`src/rtl/krv_mem_arb_pkg.sv`:
```
// krv_mem_arb shared types: requester ids, FSM states, defaults.
// Ports: none (package). Optional feature macro: KRV_MEM_ARB_TIMEOUT_EN.
`ifndef DATA_WIDTH
`define DATA_WIDTH 32
`endif

package krv_mem_arb_pkg;

  typedef enum logic [1:0] {
    ARB_IDLE  = 2'd0,
    ARB_ISSUE = 2'd1,
    ARB_WAIT  = 2'd2
  } arb_state_e;

  localparam logic [1:0] ARB_ID_IF  = 2'd0;
  localparam logic [1:0] ARB_ID_DM  = 2'd1;
  localparam logic [1:0] ARB_ID_DBG = 2'd2;

  localparam int ARB_DW           = `DATA_WIDTH;
  localparam int ARB_STARVE_LIMIT = 4;
  localparam int ARB_TIMEOUT_CYC  = 256;

  function automatic logic [2:0] id_onehot(logic [1:0] id);
    return 3'(3'b001 << id);
  endfunction

endpackage

```
`src/rtl/krv_mem_arb_pick.sv`:
```
// Fixed-priority requester selector with instruction-fetch starvation override.
// Ports: if/dm/dbg req + starve in; 2-bit winner id and valid out.
module krv_mem_arb_pick
  import krv_mem_arb_pkg::*;
(
  input  logic       if_req,
  input  logic       dm_req,
  input  logic       dbg_req,
  input  logic       starve,
  output logic [1:0] winner,
  output logic       valid
);

  always_comb begin
    valid  = if_req | dm_req | dbg_req;
    winner = ARB_ID_IF;
    // more than one arm may be true: first match wins
    priority case (1'b1)
      starve && if_req: winner = ARB_ID_IF;
      dbg_req:          winner = ARB_ID_DBG;
      dm_req:           winner = ARB_ID_DM;
      default:          winner = ARB_ID_IF;
    endcase
  end

endmodule

```
`src/rtl/krv_mem_arb.sv`:
```
// Single-outstanding arbiter: if / dm / dbg requesters onto one flash_ss port.
// Ports: cpu_clk, cpu_rst (sync, active-high); per requester X in {if,dm,dbg}:
//   X_req/we/addr/wdata/be in, X_gnt/rvalid/rdata/err out; mem_* to flash_ss.
// Optional: define KRV_MEM_ARB_TIMEOUT_EN for a response watchdog in WAIT.
module krv_mem_arb
  import krv_mem_arb_pkg::*;
#(
  parameter int AW           = 32,
  parameter int DW           = ARB_DW,
  parameter int STARVE_LIMIT = ARB_STARVE_LIMIT,
  parameter int TIMEOUT_CYC  = ARB_TIMEOUT_CYC
) (
  input  logic            cpu_clk,
  input  logic            cpu_rst,

  input  logic            if_req,
  input  logic            if_we,
  input  logic [AW-1:0]   if_addr,
  input  logic [DW-1:0]   if_wdata,
  input  logic [DW/8-1:0] if_be,
  output logic            if_gnt,
  output logic            if_rvalid,
  output logic [DW-1:0]   if_rdata,
  output logic            if_err,

  input  logic            dm_req,
  input  logic            dm_we,
  input  logic [AW-1:0]   dm_addr,
  input  logic [DW-1:0]   dm_wdata,
  input  logic [DW/8-1:0] dm_be,
  output logic            dm_gnt,
  output logic            dm_rvalid,
  output logic [DW-1:0]   dm_rdata,
  output logic            dm_err,

  input  logic            dbg_req,
  input  logic            dbg_we,
  input  logic [AW-1:0]   dbg_addr,
  input  logic [DW-1:0]   dbg_wdata,
  input  logic [DW/8-1:0] dbg_be,
  output logic            dbg_gnt,
  output logic            dbg_rvalid,
  output logic [DW-1:0]   dbg_rdata,
  output logic            dbg_err,

  output logic            mem_req,
  output logic            mem_we,
  output logic [AW-1:0]   mem_addr,
  output logic [DW-1:0]   mem_wdata,
  output logic [DW/8-1:0] mem_be,
  input  logic            mem_gnt,
  input  logic            mem_rvalid,
  input  logic [DW-1:0]   mem_rdata
);

  localparam int BW = DW / 8;
  localparam logic [3:0] SLIM = 4'(STARVE_LIMIT);

  arb_state_e      state;
  logic [1:0]      owner;
  logic [3:0]      starve_cnt;

  logic [1:0]      pick_id;
  logic            pick_vld;
  logic            sel_we;
  logic [AW-1:0]   sel_addr;
  logic [DW-1:0]   sel_wdata;
  logic [BW-1:0]   sel_be;

  logic            issue_st;
  logic            busy;
  logic            tmo_hit;
  logic [2:0]      own_oh;
  logic [2:0]      gnt_oh;
  logic [2:0]      rv_oh;
  logic [2:0]      err_oh;
  logic [DW-1:0]   rsp_data;

  krv_mem_arb_pick u_pick (
    .if_req  (if_req),
    .dm_req  (dm_req),
    .dbg_req (dbg_req),
    .starve  (starve_cnt == SLIM),
    .winner  (pick_id),
    .valid   (pick_vld)
  );

  always_comb begin
    sel_we    = if_we;
    sel_addr  = if_addr;
    sel_wdata = if_wdata;
    sel_be    = if_be;
    if (pick_id == ARB_ID_DBG) begin
      sel_we    = dbg_we;
      sel_addr  = dbg_addr;
      sel_wdata = dbg_wdata;
      sel_be    = dbg_be;
    end else if (pick_id == ARB_ID_DM) begin
      sel_we    = dm_we;
      sel_addr  = dm_addr;
      sel_wdata = dm_wdata;
      sel_be    = dm_be;
    end
  end

  assign issue_st = (state == ARB_ISSUE);
  assign busy     = issue_st | (state == ARB_WAIT);

`ifdef KRV_MEM_ARB_TIMEOUT_EN
  localparam int TW0 = $clog2(TIMEOUT_CYC + 1);
  localparam int TW  = (TW0 > 8) ? TW0 : 8;

  logic [TW-1:0] tmo_cnt;

  // counts WAIT cycles; fires once the count reaches the limit
  always_ff @(posedge cpu_clk) begin
    if (cpu_rst) begin
      tmo_cnt <= '0;
    end else if (state != ARB_WAIT) begin
      tmo_cnt <= '0;
    end else if (tmo_cnt != TW'(TIMEOUT_CYC)) begin
      tmo_cnt <= tmo_cnt + 1'b1;
    end
  end

  assign tmo_hit = (state == ARB_WAIT) && !mem_rvalid &&
                   (tmo_cnt == TW'(TIMEOUT_CYC));
`else
  assign tmo_hit = 1'b0;
`endif

  always_ff @(posedge cpu_clk) begin
    if (cpu_rst) begin
      state      <= ARB_IDLE;
      owner      <= ARB_ID_IF;
      starve_cnt <= '0;
      mem_req    <= 1'b0;
      mem_we     <= 1'b0;
      mem_addr   <= '0;
      mem_wdata  <= '0;
      mem_be     <= '0;
    end else begin
      unique case (state)
        ARB_IDLE: begin
          if (pick_vld) begin
            state     <= ARB_ISSUE;
            owner     <= pick_id;
            mem_req   <= 1'b1;
            mem_we    <= sel_we;
            mem_addr  <= sel_addr;
            mem_wdata <= sel_wdata;
            mem_be    <= sel_be;
            if (pick_id == ARB_ID_IF) begin
              starve_cnt <= '0;
            end else if (if_req && starve_cnt != SLIM) begin
              starve_cnt <= starve_cnt + 4'd1;
            end
          end
        end
        ARB_ISSUE: begin
          if (mem_gnt) begin
            mem_req <= 1'b0;
            state   <= mem_rvalid ? ARB_IDLE : ARB_WAIT;
          end
        end
        ARB_WAIT: begin
          if (mem_rvalid || tmo_hit) begin
            state <= ARB_IDLE;
          end
        end
        default: state <= ARB_IDLE;
      endcase
    end
  end

  // a response seen in IDLE belongs to an aborted transfer: drop it
  assign own_oh   = id_onehot(owner);
  assign gnt_oh   = {3{mem_gnt & issue_st}} & own_oh;
  assign rv_oh    = {3{(mem_rvalid & busy) | tmo_hit}} & own_oh;
  assign err_oh   = {3{tmo_hit}} & own_oh;
  assign rsp_data = tmo_hit ? '0 : mem_rdata;

  assign if_gnt     = gnt_oh[0];
  assign dm_gnt     = gnt_oh[1];
  assign dbg_gnt    = gnt_oh[2];
  assign if_rvalid  = rv_oh[0];
  assign dm_rvalid  = rv_oh[1];
  assign dbg_rvalid = rv_oh[2];
  assign if_err     = err_oh[0];
  assign dm_err     = err_oh[1];
  assign dbg_err    = err_oh[2];
  assign if_rdata   = rsp_data;
  assign dm_rdata   = rsp_data;
  assign dbg_rdata  = rsp_data;

endmodule

```
`config.mk`:
```
export PLATFORM = sky130hd
export DESIGN_NAME = krv_mem_arb
export DESIGN_NICKNAME = d
export VERILOG_FILES = /design/src/rtl/krv_mem_arb_pkg.sv /design/src/rtl/krv_mem_arb_pick.sv /design/src/rtl/krv_mem_arb.sv
export SDC_FILE = /design/constraint.sdc
export NUM_CORES = 1
export LEC_CHECK = 0
export CORE_AREA = 2 2 161 163
export CTS_BUF_LIST = sky130_fd_sc_hd__clkbuf_2 sky130_fd_sc_hd__clkbuf_4 sky130_fd_sc_hd__clkbuf_8
export CTS_CLUSTER_DIAMETER = 60
export CTS_CLUSTER_SIZE = 24
export DETAILED_ROUTE_END_ITERATION = 10
export DIE_AREA = 0 0 163 165
export HOLD_SLACK_MARGIN = 0.1
export MAX_ROUTING_LAYER = met4
export SYNTH_ARGS = -nofsm -noshare
export SYNTH_HDL_FRONTEND = slang
export SYNTH_SLANG_ARGS = --single-unit
```
`constraint.sdc`:
```
create_clock -name cpu_clk -period 2.05 [get_ports cpu_clk]
set_clock_uncertainty 0.05 [all_clocks]
set_input_delay 0.41 -clock cpu_clk [delete_from_list [all_inputs] [get_ports cpu_clk]]
set_output_delay 0.41 -clock cpu_clk [all_outputs]
set_load 0.01 [all_outputs]
```
==> metrics.txt <==
GRT Total Usage ~17%; H-tree levels 3; DR vias/cell between 4 and 5; ys async rst share 0%; Synthesis Warnings 0; hold violation total from the final report 0; kind of end point of the critical path output port; Hold-fix buffers, CTS 0; pin count of the biggest net entering global routing approximately 110; Die Y-Extent around 170 microns; Starting Density between 20% and 30%; most used flip-flop cell after synthesis dfxtp_1; Netlist cell types 34; # setup viols final 0; max cap viols 0; status completed; Pwr Density about 540 nW/um^2; top-count cell post-synth nor2_1; Syn Area/Cell approximately 7 sq um; grt total ovfl 0; I/O Buffers a little under 300; share of post-route cells with drive strength above 1 about 7.6%; gpl congestion a little over 0.8; Tot Pwr 4.70 mW; Slew Viols, Final 0; area of the core ~25000 sq um; DR WL/cell 16.6 microns; Mapped Cells ~860; top cells by count, synth nor2_1 (148), buf_4 (101), dfxtp_1 (78); Startpoint Class register; Finished Cell Area 8730 sq um; clock tree buffer depth 2; Area Growth Syn to Fin 47.3%; synthesized cell area between 5000 and 6000 sq um; top achievable clock speed slightly above 500 MHz; clk sinks 78; Leak 3.43 nW; top cells by area, synth dfxtp_1 (26%), buf_4 (13%), nor2_1 (9.4%); first-pass GRT wire length around 34000 microns; Clock transition at path regs about 100 ps; FP Rows 58; Worst VDD drop between 200 and 300 uV; RSZ-0062 raised after global routing true; HP Class register to register; Routed WL 22700 microns; worst-path maximum fanout 3; Synth area leader dfxtp_1; dpl hpwl 17300 microns; Die ar. between 20000 and 30000 sq um; vias between 6000 and 7000; Yosys top cell area share a little over a quarter; CTS buffer count 9; Tmin final 1980 ps; DRC Markers 0; buffer count from post-CTS setup fixing 0; Worst-Skew Late Latency 370 ps; WHS 405 ps; First-pass DRT Iterations 7; setup_tns 0 ps; initial antenna violation count 1; kind of critical path register to output port; number of global-route vias before repair a little under 6000; I/O Pins between 400 and 500; DRT iter0 DRCs 511; Post-synth EDFFs 0; CTS tree built; Clk Tree Root Cell clkbuf_8; sequential area share after synthesis a little over a quarter; Worst Path Required between 1500 and 2000 ps; reg2reg setup slack ~250 ps; register bit total from synthesis just under 80; Routed Antenna Nets 0; Final #Nets approximately 1300; Tcrit/Tclk final 96.8%; Die W about 160 microns; Area after DPL 8550 sq um; CP Data Arrival Time approximately 1500 ps
-- routing by layer --
| layer | vias up | track usage (%) | part of all wire, % |
|---|---|---|---|
| met4 | 0 | 4.18 | 1.2 |
| li1 | 3148 | - | - |
| met3 | 16 | 3.64 | 7.0 |
| met2 | 284 | 29.6 | 51 |
| met1 | 2860 | 19.4 | 40 |
| met5 | - | - | 0 |
-- cells in the final DEF (no fill, tap or decap), types with 2 or more instances in the layout --
master / netlist / routed
clkdlybuf4s50_1: 0 / 281
nor2_1: 148 / 147
dfxtp_1: 78 / 77
inv_1: 73 / 73
nand2_1: 74 / 73
nand3b_1: 69 / 69
a31oi_1: 69 / 69
o21ai_0: 64 / 64
o31ai_1: 59 / 59
buf_4: 101 / 24
buf_12: 0 / 12
o31ai_2: 11 / 11
o21ai_1: 9 / 9
clkbuf_8: 0 / 9
a21oi_1: 8 / 8
buf_2: 25 / 5
ha_1: 5 / 4
conb_1: 1 / 3
clkinv_2: 0 / 3
nand2b_1: 2 / 2
nor3_2: 0 / 2
or2_2: 1 / 2
nand4b_1: 2 / 2
nor2b_1: 2 / 2
nor3_1: 4 / 2
nand4_1: 2 / 2
nor4_1: 2 / 2
clkinvlp_4: 0 / 2
-- per-stage QoR --
stage               worst slack [ps]  util (%)  cells
finish                          66.3      34.9   1364
global route                   -47.5      34.9   1364
CTS                            -19.9      34.9   1363
detailed placement              -267      34.2   1347
global placement                -315      34.2   1347
floorplan                        357         -    866
-- power breakdown --
group	internal [mW]	leakage [nW]	total, mW	switching (mW)
Combinational	1.02	2.70	1.76	0.738
Clock	0.450	0.0855	1.12	0.670
Sequential	1.72	0.647	1.82	0.104
-- final timing paths --
path | start | to | cells after the start
max | state[1] | dm_rvalid | 5
min | mem_wdata[10] | mem_wdata[10] | 2
max reg2reg | state[0] | mem_addr[12] | 6
min reg2reg | mem_wdata[10] | mem_wdata[10] | 2
-- registers in the layout, summed over array words and instances (netlist names) --
register    flops
mem_addr       32
mem_wdata      32
mem_be          4
starve_cnt      4
owner           2
state           2
mem_req         1
mem_we          1
-- worst max-delay path, cell delays in order, from the launching register on --
cell and delay [ps]:
dfxtp_1 340, inv_1 60, ha_1 330, nand2_4 90
nor2_2 110, clkdlybuf4s15_2 220
-- cell type report --
cell class | count | area [sq um]
diodes | 1 | 2.50
clock buffers | 10 | 131
clock inverters | 6 | 38.8
fillers | 2654 | 16300
inverters | 73 | 274
multi-input cells | 543 | 3030
flip-flops and latches | 78 | 1560
well taps | 330 | 413
repair buffers | 323 | 3270
-- what timing repair did --
item                       4_1_cts  5_1_grt
hold endpoints to repair         0        0
pin swaps                        0        0
setup endpoints to repair        6        5
gates resized for setup         24        6
-- logic make-up (layout without fill, tap and decap cells) --
family	Yosys count	after routing	share of synthesized area, %
AO/OA/AOI/OAI	221	221	24.1
AND/OR/NAND/NOR	313	313	25.3
flip-flops	78	78	26.4
adder cells (fa/ha/maj)	5	5	1.06
buffers and inverters	245	412	23.0
multiplexers	1	1	0.169
other	1	4	0.0633
(Power assumes the default switching activity.)
